## config.mk

```make
export PLATFORM = sky130hd
export DESIGN_NAME = gb_arbiter
export DESIGN_NICKNAME = d
export VERILOG_FILES = /design/src/rtl/gb_arbiter.sv
export SDC_FILE = /design/constraint.sdc
export NUM_CORES = 1
export LEC_CHECK = 0
export CAP_MARGIN = 30
export CORE_MARGIN = 2
export CORE_UTILIZATION = 43
export DETAILED_ROUTE_END_ITERATION = 6
export PLACE_DENSITY_LB_ADDON = 0.08
export SLEW_MARGIN = 20
export SYNTH_ARGS = -nofsm -noshare
export SYNTH_HDL_FRONTEND = slang
export SYNTH_SLANG_ARGS = --single-unit
```

## constraint.sdc

```tcl
create_clock -name gb_clk -period 4.82 [get_ports gb_clk]
set_input_delay 1.205 -clock gb_clk [delete_from_list [all_inputs] [get_ports gb_clk]]
set_output_delay 1.205 -clock gb_clk [all_outputs]
set_load 0.01 [all_outputs]
```

## src/rtl/gb_arbiter.sv

```systemverilog
// Two-port round-robin arbiter in front of a single ghostbus master port.
// Optional per-port ack counters are enabled by defining GB_ARBITER_STATS_EN.
module gb_arbiter #(
    parameter int unsigned AW         = 24,
    parameter int unsigned DW         = 32,
    parameter int unsigned READ_DELAY = 3
) (
    input  logic          gb_clk,
    input  logic          gb_rst,
    input  logic          req0,
    input  logic          req1,
    input  logic          we0,
    input  logic          we1,
    input  logic [AW-1:0] addr0,
    input  logic [AW-1:0] addr1,
    input  logic [DW-1:0] wdata0,
    input  logic [DW-1:0] wdata1,
    output logic          ack0,
    output logic          ack1,
    output logic [DW-1:0] rdata0,
    output logic [DW-1:0] rdata1,
    output logic [AW-1:0] gb_addr,
    output logic [DW-1:0] gb_wdata,
    output logic          gb_wen,
    output logic          gb_rstb,
`ifdef GB_ARBITER_STATS_EN
    output logic [15:0]   cnt0,
    output logic [15:0]   cnt1,
`endif
    input  logic [DW-1:0] gb_rdata
);

    typedef enum logic [1:0] {StIdle, StXfer, StWait, StAck} state_e;

    localparam logic [3:0] RdCnt = 4'(READ_DELAY);

    state_e        state_q, state_d;
    logic          grant_q, grant_d;
    logic          last_grant_q, last_grant_d;
    logic          we_q, we_d;
    logic [3:0]    wait_cnt_q, wait_cnt_d;
    logic [AW-1:0] addr_q, addr_d;
    logic [DW-1:0] wdata_q, wdata_d;
    logic          wen_q, wen_d;
    logic          rstb_q, rstb_d;
    logic [DW-1:0] rdata0_q, rdata0_d;
    logic [DW-1:0] rdata1_q, rdata1_d;
    logic          sel;
    logic          sel_we;

    // Contention goes to the port not served last; a lone request wins outright.
    assign sel    = (req0 && req1) ? ~last_grant_q : req1;
    assign sel_we = sel ? we1 : we0;

    always_comb begin
        state_d      = state_q;
        grant_d      = grant_q;
        last_grant_d = last_grant_q;
        we_d         = we_q;
        wait_cnt_d   = wait_cnt_q;
        addr_d       = addr_q;
        wdata_d      = wdata_q;
        wen_d        = 1'b0;
        rstb_d       = 1'b0;
        rdata0_d     = rdata0_q;
        rdata1_d     = rdata1_q;
        unique case (state_q)
            StIdle: begin
                wait_cnt_d = 4'd0;
                if (req0 || req1) begin
                    grant_d      = sel;
                    last_grant_d = sel;
                    we_d         = sel_we;
                    addr_d       = sel ? addr1 : addr0;
                    if (sel_we) begin
                        wdata_d = sel ? wdata1 : wdata0;
                    end
                    wen_d   = sel_we;
                    rstb_d  = ~sel_we;
                    state_d = StXfer;
                end
            end
            StXfer: begin
                if (we_q) begin
                    state_d = StAck;
                end else begin
                    state_d    = StWait;
                    wait_cnt_d = 4'd1;
                end
            end
            StWait: begin
                if (wait_cnt_q == RdCnt) begin
                    if (grant_q) begin
                        rdata1_d = gb_rdata;
                    end else begin
                        rdata0_d = gb_rdata;
                    end
                    wait_cnt_d = 4'd0;
                    state_d    = StAck;
                end else begin
                    wait_cnt_d = wait_cnt_q + 4'd1;
                end
            end
            StAck: begin
                state_d = StIdle;
            end
            default: begin
                state_d = StIdle;
            end
        endcase
    end

    always_ff @(posedge gb_clk) begin
        if (gb_rst) begin
            state_q      <= StIdle;
            grant_q      <= 1'b0;
            last_grant_q <= 1'b1;
            we_q         <= 1'b0;
            wait_cnt_q   <= 4'd0;
            addr_q       <= '0;
            wdata_q      <= '0;
            wen_q        <= 1'b0;
            rstb_q       <= 1'b0;
            rdata0_q     <= '0;
            rdata1_q     <= '0;
        end else begin
            state_q      <= state_d;
            grant_q      <= grant_d;
            last_grant_q <= last_grant_d;
            we_q         <= we_d;
            wait_cnt_q   <= wait_cnt_d;
            addr_q       <= addr_d;
            wdata_q      <= wdata_d;
            wen_q        <= wen_d;
            rstb_q       <= rstb_d;
            rdata0_q     <= rdata0_d;
            rdata1_q     <= rdata1_d;
        end
    end

    assign ack0     = (state_q == StAck) && !grant_q;
    assign ack1     = (state_q == StAck) && grant_q;
    assign rdata0   = rdata0_q;
    assign rdata1   = rdata1_q;
    assign gb_addr  = addr_q;
    assign gb_wdata = wdata_q;
    assign gb_wen   = wen_q;
    assign gb_rstb  = rstb_q;

`ifdef GB_ARBITER_STATS_EN
    logic [15:0] cnt0_q, cnt1_q;

    always_ff @(posedge gb_clk) begin
        if (gb_rst) begin
            cnt0_q <= 16'd0;
            cnt1_q <= 16'd0;
        end else begin
            if (ack0) cnt0_q <= cnt0_q + 16'd1;
            if (ack1) cnt1_q <= cnt1_q + 16'd1;
        end
    end

    assign cnt0 = cnt0_q;
    assign cnt1 = cnt1_q;
`endif

endmodule
```

==> results by group <==
Floorplan
  • Die X: 117 µm
  • Core area: 0.0125 mm²
  • Die Span Y: 117 µm
  • Ports: 274
  • Row count: 41
  • Initial Util: 0.436
  • Die ar.: 0.0136 mm²

Timing
  • Worst-Margin Slew: 1.00 ns
  • Final setup margin: 1.84 ns
  • Max Clk Rate: 0.336 GHz
  • Min Tclk post-route: 2.98 ns
  • Final Cycle Share: 0.618
  • Unrepaired setup endpoints after global routing: no
  • Post-Route Setup TNS: 0 ns
  • Final hold vios: 0
  • Skew final: 0.0161 ns
  • Slew headroom: 0.332
  • Slew Limit Fails: 0
  • Final setup fails: 0

CTS
  • Post-CTS Resized: 0
  • TritonCTS clock tree: yes
  • TritonCTS Sinks: 131
  • Clock root buffer master: clkbuf_16
  • CTS clock-pin slew for the worst setup and hold paths: 0.06 ns
  • Hold buffers post-CTS: 0
  • Post-CTS setup repair buffer count: 0
  • Clk_lat worst skew: 0.42 ns
  • H-tree levels: 4
  • Maximum clock path buffer count: 2
  • Cts bufs inserted: 17

Detailed routing
  • Final WL: 16.1 mm
  • Pre-antenna DRT Iters: 5
  • Wire per inst: 15.5 µm
  • DR vias/cell: 5.03
  • Drt drc: 0
  • Antenna Violating Nets Remaining: 0
  • Vias: 5231
  • Initial drt markers: 259

Place
  • Placed cells: 1007
  • Routability cong.: 0.780
  • DP Worst Slack: 1.44 ns
  • Post-DP HPWL: 11.4 mm
  • Port bufs: 273

Synth
  • Ys Warns: 0
  • Cell area after synthesis: 0.00545 mm²
  • Share of the synthesized area in the top cell type: 0.481
  • Syn Area/Cell: 8.98 µm²
  • Sequential share of the synthesized area: 0.481
  • Largest cells by area after synthesis: dfxtp_1, mux2i_1, a21oi_1, nand2_1, a211oi_2
  • FF+latch count, synth: 131
  • Syn nets: 762
  • Synth Instances: 607
  • Area leader, netlist: dfxtp_1
  • Synth unique cells: 36

Status
  • Status: complete, no violations

Setup path
  • CP startpoint kind: register
  • Worst Path Max Fanout: 5
  • Worst r2r path cells: 5
  • Crit path arrival time: 1.77 ns
  • Crit Reg-Reg Startpoint: state_q[0]
  • R2R Path End: gb_wdata[31]
  • Crit. Startpoint: state_q[1]
  • Required time worst endpoint: 3.62 ns
  • Crit Path Class: register to output port
  • R2R setup slack: 2.28 ns
  • Critical path capture point type: output port
  • Critical path destination: ack0

Cells and area
  • Total Nets Final: 1010
  • Area grow syn2layout: 64.7%
  • Cell Count, Final, Fillers Out: 1040
  • Layout cells sized above 1: 0.0887
  • Ant. Diodes: 0
  • # fillers: 997

Global routing
  • First-pass GRT wire length: 25.2 mm
  • Grt total ovfl: 0
  • Antenna violations before repair: 0
  • Tot GR Track Use: 0.236
  • Largest net degree at the start of global routing: 73
  • Vias in the first global route: 5275

Power and ir drop
  • Pleak: 3.16 nW
  • Power density cells: 445 mW/mm²
  • Final Power: 0.00400 W
  • Peak VDD IR: 257 µV

Worst hold path
  • Worst Hold Class: register to register

Run
  • Max-Cap Viols: 0
per-stage QoR:
stage,hold slack [ns],util,cell area [µm²]
after floorplan,0.449,-,5450
after global placement,0.441,0.658,8240
after detailed placement,0.446,0.663,8300
after CTS,0.454,0.715,8950
after global routing,0.465,0.717,8980
final,0.453,0.717,8980
worst min path at each step:
| stage | from | end | slack, ns | cells after the start |
|---|---|---|---|---|
| final | rdata1[26] | rdata1[26] | 0.45 | 2 |
| after global routing | rdata1[19] | rdata1[19] | 0.46 | 2 |
| after CTS | rdata0[4] | rdata0[4] | 0.45 | 2 |
| after detailed placement | rdata0[4] | rdata0[4] | 0.45 | 2 |
| after global placement | rdata0[0] | rdata0[0] | 0.44 | 2 |
| after floorplan | wait_cnt_q[1] | wait_cnt_q[1] | 0.45 | 2 |
critical path, cell delays in order (launching register included):
cell and delay (ns):
dfxtp_1 0.40, ha_1 0.23, nor2b_1 0.16, clkdlybuf4s50_1 0.58
logic make-up (layout without fill, tap and decap cells):
logic type	after synthesis	count (layout)	synth area share
simple gates	183	183	0.137
compound gates	172	172	0.217
flops	131	131	0.481
buf+inv	59	320	0.0482
mux	57	57	0.105
fa+ha+maj	5	5	0.0115
cell usage in the layout (no fill, tap or decap), types with 3 or more instances in the layout:
cell / count
mux2i_1: 57
buf_4: 8
o21ai_0: 4
clkinv_4: 3
clkbuf_16: 17
a211oi_2: 30
ha_1: 5
nand2_1: 133
a21oi_1: 102
a211oi_1: 26
bufinv_16: 5
nor2_1: 30
inv_1: 5
clkdlybuf4s50_1: 272
or4_1: 3
dfxtp_1: 131
buf_16: 3
inv_6: 3
registers in the layout, indices dropped and copies added (netlist names):
| register | count |
|---|---|
| grant_q | 1 |
| we_q | 1 |
| gb_rstb | 1 |
| last_grant_q | 1 |
| wait_cnt_q | 4 |
| rdata0 | 32 |
| rdata1 | 32 |
| gb_addr | 24 |
| gb_wdata | 32 |
| state_q | 2 |
| gb_wen | 1 |
power by group:
part	switching [W]	internal, W
Clock	0.000488	0.000927
Combinational	0.000616	0.000624
Sequential	0.0000957	0.00125
Total	0.00120	0.00280
final cells by class:
cell class                 count  area, µm²  area share
clock inverter                14        226      0.0252
inverter                       5       18.8     0.00209
multi-input combinational    417       2600       0.290
timing repair buffer         283       2870       0.319
sequential                   131       2620       0.292
clock buffer                  18        429      0.0478
tap                          172        215      0.0240
layer usage:
metal  GRT usage  up-vias  part of all wire
met3      0.0830       19             0.085
met1       0.266     2410              0.39
li1            -     2620                 -
met2       0.406      182              0.51
met5           0        -                 0
met4      0.0988        0             0.016
cell usage after synthesis:
cell type and instances:
o31ai_1 1, nand2b_1 2, buf_4 1, or3_1 1, dfxtp_1 131, nand2_1 133
buf_2 12, a2111oi_0 1, a21boi_1 1, nor3_1 2, a22oi_1 2, nand3_1 1
ha_1 5, a32o_1 1, nor3b_1 1, a211oi_2 30, buf_6 3, a211oi_1 26
o21ai_0 4, nor2_1 30, nor2b_1 3, a21o_1 1, inv_1 5, nand4_1 1
and2_1 2, a21oi_1 102, mux2i_1 57, nor4_2 1, nor4_1 1, nor4bb_1 1
o2bb2ai_1 1, clkbuf_1 38, a311o_1 1, or4_1 3, o311ai_0 1, and3_1 1
Note: power is estimated with default switching activity, not from simulation.
